File: config.mk
export PLATFORM = sky130hd
export DESIGN_NAME = alu_mul_seq
export DESIGN_NICKNAME = d
export VERILOG_FILES = /design/src/rtl/alu_mul_seq.sv
export SDC_FILE = /design/constraint.sdc
export NUM_CORES = 1
export LEC_CHECK = 0
export CORE_MARGIN = 5
export CORE_UTILIZATION = 46
export DETAILED_ROUTE_END_ITERATION = 16
export PLACE_DENSITY = 0.81
export SETUP_SLACK_MARGIN = 0.05
export SLEW_MARGIN = 10
export SYNTH_ARGS = -nofsm -noshare
export SYNTH_HDL_FRONTEND = slang
export SYNTH_SLANG_ARGS = --single-unit
File: constraint.sdc
create_clock -name clk -period 2.6 [get_ports clk]
set_clock_uncertainty 0.2 [all_clocks]
set_input_delay 0.26 -clock clk [delete_from_list [all_inputs] [get_ports clk]]
set_output_delay 0.26 -clock clk [all_outputs]
set_load 0.005 [all_outputs]
File: src/rtl/alu_mul_seq.sv
// alu_mul_seq: sequences an external single-cycle ALU through shift-and-add
// iterations to form the low 32 bits of an unsigned a*b.
// Build option MUL_EARLY_EXIT_EN: when defined, the loop stops as soon as the
// remaining multiplier is zero. Otherwise a 6-bit iteration counter forces all
// 32 bits to be processed, which gives a data-independent loop count.
module alu_mul_seq (
  input  logic        clk,
  input  logic        rst,
  input  logic        start,
  input  logic [31:0] a,
  input  logic [31:0] b,
  output logic        busy,
  output logic        done,
  output logic [31:0] result,
  output logic [31:0] alu_opA,
  output logic [31:0] alu_opB,
  output logic [5:0]  alu_op,
  output logic [4:0]  alu_shamt,
  input  logic [31:0] alu_res
);

  localparam logic [5:0] OP_ADD = 6'b100_000;
  localparam logic [5:0] OP_SLL = 6'b000_000;
  localparam logic [5:0] OP_SRL = 6'b000_010;
  localparam logic [5:0] OP_NOP = 6'b111_111;

  typedef enum logic [2:0] {
    S_IDLE, S_TEST, S_ADD, S_SHL, S_SHR, S_DONE
  } state_e;

  state_e      state_q, state_d;
  logic [31:0] acc_q, acc_d;
  logic [31:0] mcand_q, mcand_d;
  logic [31:0] mplier_q, mplier_d;
  logic [31:0] result_q, result_d;
  logic        iter_done;

`ifdef MUL_EARLY_EXIT_EN
  // Nothing left to add once every remaining multiplier bit is zero.
  assign iter_done = (mplier_q == '0);
`else
  logic [5:0] cnt_q, cnt_d;
  // Exit only after all 32 multiplier bits have been shifted out.
  assign iter_done = (cnt_q == 6'd32);
`endif

  // State register and datapath flops, synchronous active-high reset.
  always_ff @(posedge clk) begin
    if (rst) begin
      state_q  <= S_IDLE;
      acc_q    <= '0;
      mcand_q  <= '0;
      mplier_q <= '0;
      result_q <= '0;
`ifndef MUL_EARLY_EXIT_EN
      cnt_q    <= '0;
`endif
    end else begin
      state_q  <= state_d;
      acc_q    <= acc_d;
      mcand_q  <= mcand_d;
      mplier_q <= mplier_d;
      result_q <= result_d;
`ifndef MUL_EARLY_EXIT_EN
      cnt_q    <= cnt_d;
`endif
    end
  end

  // Next-state and register-update logic; ALU results land on the same edge.
  always_comb begin
    state_d  = state_q;
    acc_d    = acc_q;
    mcand_d  = mcand_q;
    mplier_d = mplier_q;
    result_d = result_q;
`ifndef MUL_EARLY_EXIT_EN
    cnt_d    = cnt_q;
`endif
    case (state_q)
      S_IDLE: begin
        if (start) begin
          acc_d    = '0;
          mcand_d  = a;
          mplier_d = b;
          result_d = '0;
`ifndef MUL_EARLY_EXIT_EN
          cnt_d    = '0;
`endif
          state_d  = S_TEST;
        end
      end
      S_TEST: begin
        if (iter_done)        state_d = S_DONE;
        else if (mplier_q[0]) state_d = S_ADD;
        else                  state_d = S_SHL;
      end
      S_ADD: begin
        acc_d   = alu_res;
        state_d = S_SHL;
      end
      S_SHL: begin
        mcand_d = alu_res;
        state_d = S_SHR;
      end
      S_SHR: begin
        mplier_d = alu_res;
`ifndef MUL_EARLY_EXIT_EN
        cnt_d    = cnt_q + 6'd1;
`endif
        state_d  = S_TEST;
      end
      S_DONE: begin
        result_d = acc_q;
        state_d  = S_IDLE;
      end
      default: state_d = S_IDLE;
    endcase
  end

  // Moore outputs: handshake and ALU request decoded from state and registers.
  always_comb begin
    busy      = (state_q != S_IDLE);
    done      = (state_q == S_DONE);
    result    = result_q;
    alu_opA   = '0;
    alu_opB   = '0;
    alu_op    = OP_NOP;
    alu_shamt = '0;
    case (state_q)
      S_ADD: begin
        alu_opA = acc_q;
        alu_opB = mcand_q;
        alu_op  = OP_ADD;
      end
      S_SHL: begin
        alu_opB   = mcand_q;
        alu_op    = OP_SLL;
        alu_shamt = 5'd1;
      end
      S_SHR: begin
        alu_opB   = mplier_q;
        alu_op    = OP_SRL;
        alu_shamt = 5'd1;
      end
      default: ;
    endcase
  end

endmodule

==> results.toml <==
[status]
status = "completed"

[clocking]
clock_insertion_delay_worst_skew_ns = 0.42
cts.root.buffer_cell = "sky130_fd_sc_hd__clkbuf_16"
cts_tree = "yes"
numCtsBuffers = 17
tritoncts_num_sinks = 137
ctsHtreeMaxLevel = 4
longest_clk_path_bufs = 2
clk_pin_slew_worst_paths_ns = 0.06

[job]
maxCapViolCount = 0

[setup_path]
worstSetupEndpointType = "primary output"
critical_path.cell_chain = "buf_6 -> nor3b_4 -> buf_6 -> buf_6 -> and2_1 -> clkdlybuf4s50_1"
setup.worst_path.class = "flip-flop to primary output"
critical_path.n_buffers_inverters = 4
critPathMostFrequentCell = "sky130_fd_sc_hd__buf_6"
crit_start_category = "flip-flop"
worstPathArrival_ns = 2.05
required_ns = 2.14
critical_path.max_fanout = 8
crit_slowest_cell = "sky130_fd_sc_hd__clkdlybuf4s50_1"
cp_top_family = "buffers and inverters"
slowest_delay_ns = 0.50

[layout]
fillCellCount = 981
multi_input_comb_area_um2 = 2910
num_antenna_cells = 0
area.sequential_um2 = 2750
area_growth_pct = 54.0
stdcell_count = 1130
design.final.nets = 1046
fraction_of_layout_instances_using_a_drive_strength_above_1 = 0.0960

[timing]
maxSlewHeadroom = 0.451
postLayoutSetupSlackWorst_ns = 0.0933
achievable-frequency_mhz = 399
totalNegativeSetupSlack_ns = 0
finalCritPeriodShare = 0.964
setup_viol = 0
tightest_slew_ns = 0.824
drv_slew = 0
rsz0062_at_grt = "true"
post-route-min-period_ns = 2.51
hold_violations = 0

[global_route]
grt_start_max_net_pins = 91
grt-ovfl-total = 0
grt.total_usage = 0.251
grt_pass1_vias = 5972
grt_first_pass_wirelength_um = 31900
grt_antenna_before_repair = 0

[die]
die-height_um = 124
boundaryPins = 208
core_area_um2 = 12700
die_width_um = 124
floorplan.initialDensity = 0.474
std_cell_rows = 41
floorplan.die_area_um2 = 15500

[routing]
remaining_drc_errors = 0
wirelength_um = 21400
drt-vias-per-instance = 5.69
dr_total_vias = 6425
routed_wire_length_per_instance_um = 18.9
first_pass_iters = 5
drt.antenna.violating_nets = 0
drtIter0Drc = 656

[hold_path]
type_of_the_tightest_min_delay_check = "primary input to flip-flop"

[yosys]
dominantRegCellSynth = "sky130_fd_sc_hd__dfxtp_1"
ys_types = 38
synth-seq-area-share = 0.455
synth_area_um2 = 6030
syn_area_per_cell_um2 = 7.96
synth_cells = 757
synth-async-reset-ratio = 0
yosysWarnings = 0
ys_ff_latch = 137
synth_enable_flop_cells = 0

[power]
switching_share = 0.260
power_per_cell_area_nw_per_um2 = 705
p_sw_mw = 1.70
static-leakage-power_nw = 3.85
power_frac_seq = 0.371
power.internal_mw = 4.84
power.combinational.fraction = 0.198
vdd_ir_drop_max_uv = 453
pwr-share-clk = 0.430
total_power_mw = 6.54

[placement]
gp_routability_congestion = 0.777
placement.io_buffers = 203
detailedPlacementHpwl_um = 13100
placed_cells = 1073
preCtsSetupSlack_ns = 0.270
-- synthesized netlist by cell type (2+ instances only) --
library cell / number / area (um2)
sky130_fd_sc_hd__a21oi_1: 71 / 355
sky130_fd_sc_hd__a22o_1: 32 / 280
sky130_fd_sc_hd__a311oi_1: 32 / 280
sky130_fd_sc_hd__a31oi_1: 2 / 12.5
sky130_fd_sc_hd__and2_1: 32 / 200
sky130_fd_sc_hd__buf_1: 6 / 22.5
sky130_fd_sc_hd__buf_2: 32 / 160
sky130_fd_sc_hd__buf_4: 10 / 75.1
sky130_fd_sc_hd__clkbuf_1: 38 / 143
sky130_fd_sc_hd__dfxtp_1: 137 / 2740
sky130_fd_sc_hd__ha_1: 2 / 25.0
sky130_fd_sc_hd__inv_1: 6 / 22.5
sky130_fd_sc_hd__nand2_1: 131 / 492
sky130_fd_sc_hd__nand3_1: 69 / 345
sky130_fd_sc_hd__nand3b_1: 2 / 15.0
sky130_fd_sc_hd__nor2_1: 34 / 128
sky130_fd_sc_hd__nor2b_1: 2 / 12.5
sky130_fd_sc_hd__nor3_1: 65 / 325
sky130_fd_sc_hd__nor4b_1: 2 / 17.5
sky130_fd_sc_hd__o21ai_0: 2 / 10.0
sky130_fd_sc_hd__o22ai_1: 32 / 200
sky130_fd_sc_hd__or3_1: 2 / 12.5
-- power groups by stage --
stage | Sequential, mW | Combinational, mW | Clock, mW
floorplan | 2.42 | 0.683 | 0
global placement | 2.47 | 1.13 | 0
detailed placement | 2.47 | 1.14 | 0
CTS | 2.43 | 1.23 | 2.84
global route | 2.45 | 1.41 | 2.94
finish | 2.43 | 1.30 | 2.82
-- timing repair --
action,in CTS,in global routing
endpoints found under the hold margin,0,0
gates resized for setup,16,31
pin swaps,1,1
hold buffers,0,0
buffers inserted,4,14
endpoints found under the setup margin,70,58
gates cloned,3,4
-- routing by layer --
layer  track usage  vias up  share of wire
met4        0.0838        0          0.019
met2         0.412      322           0.48
li1              -     3063              -
met5             0        -              0
met1         0.313     3015           0.41
met3        0.0798       25          0.088
-- layout by cell type, fill, tap and decap left out, drive strengths merged, types with 2 or more instances in the layout --
master | Yosys | layout
or3b | 2 | 2
dlygate4sd2 | 0 | 3
a21oi | 71 | 71
nor4b | 3 | 3
o21ai | 2 | 2
nor2b | 2 | 2
conb | 1 | 4
a31oi | 2 | 2
clkinv | 0 | 3
nor2 | 34 | 34
inv | 6 | 6
clkbuf | 38 | 23
a211oi | 2 | 2
nand3 | 69 | 69
o22ai | 32 | 32
dfxtp | 137 | 137
and2 | 32 | 32
a22o | 32 | 32
nor3 | 65 | 65
clkinvlp | 0 | 3
nor3b | 2 | 2
nand3b | 2 | 2
dlymetal6s2s | 0 | 29
a311oi | 32 | 32
buf | 48 | 45
nand2 | 131 | 131
clkdlybuf4s50 | 0 | 170
ha | 2 | 2
or3 | 2 | 2
bufinv | 0 | 7
-- cells by family (layout without fill, tap and decap cells) --
group,count (synthesis),in the layout,share of synthesized area
adders and majority gates,2,2,0.00415
other,1,4,0.000622
and+or+nand+nor,347,347,0.270
DFF,137,137,0.455
muxes,1,1,0.00187
buffers and inverters,92,290,0.0702
AOI/OAI and AO/OA,177,177,0.198
-- final timing paths --
path | slack [ns] | cells past startpoint | end | start
worst max register to register | 0.52 | 4 | cnt_q[5]$_SDFFE_PP0P_ | state_q[0]$_SDFFE_PP0P_
worst max-delay path | 0.09 | 6 | alu_opA[24] | state_q[2]$_SDFFE_PP0P_
worst min-delay path | 0.16 | 2 | acc_q[0]$_SDFFE_PP0P_ | rst
worst min register to register | 0.26 | 2 | result[22]$_SDFFE_PP0P_ | acc_q[22]$_SDFFE_PP0P_
-- worst reg2reg max path, stage by stage (launching register included) --
cell,delay (ns)
sky130_fd_sc_hd__dfxtp_4,0.37
sky130_fd_sc_hd__buf_4,0.14
sky130_fd_sc_hd__or3b_1,0.58
sky130_fd_sc_hd__or4_1,0.57
sky130_fd_sc_hd__a21oi_1,0.15
-- cell type report --
class                   count  area share
clock inverters            13      0.0267
flip-flops and latches    137       0.297
repair buffers            252       0.290
inverters                   6     0.00243
clock buffers              19      0.0477
well taps                 172      0.0232
multi-input cells         531       0.313
-- flip-flops by register name (all words and copies together), names as in the netlist --
signal,count
mplier_q,32
mcand_q,32
acc_q,32
result,32
state_q,3
cnt_q,6
-- per-stage QoR --
stage,hold slack [ns],util,area [um2]
6_report,0.163,0.730,9280
5_1_grt,0.172,0.730,9280
4_1_cts,0.145,0.706,8980
3_5_place_dp,0.254,0.642,8160
3_3_place_gp,0.248,0.642,8160
2_1_floorplan,0.196,-,6040
No activity file was read; power rests on OpenSTA's default activity.
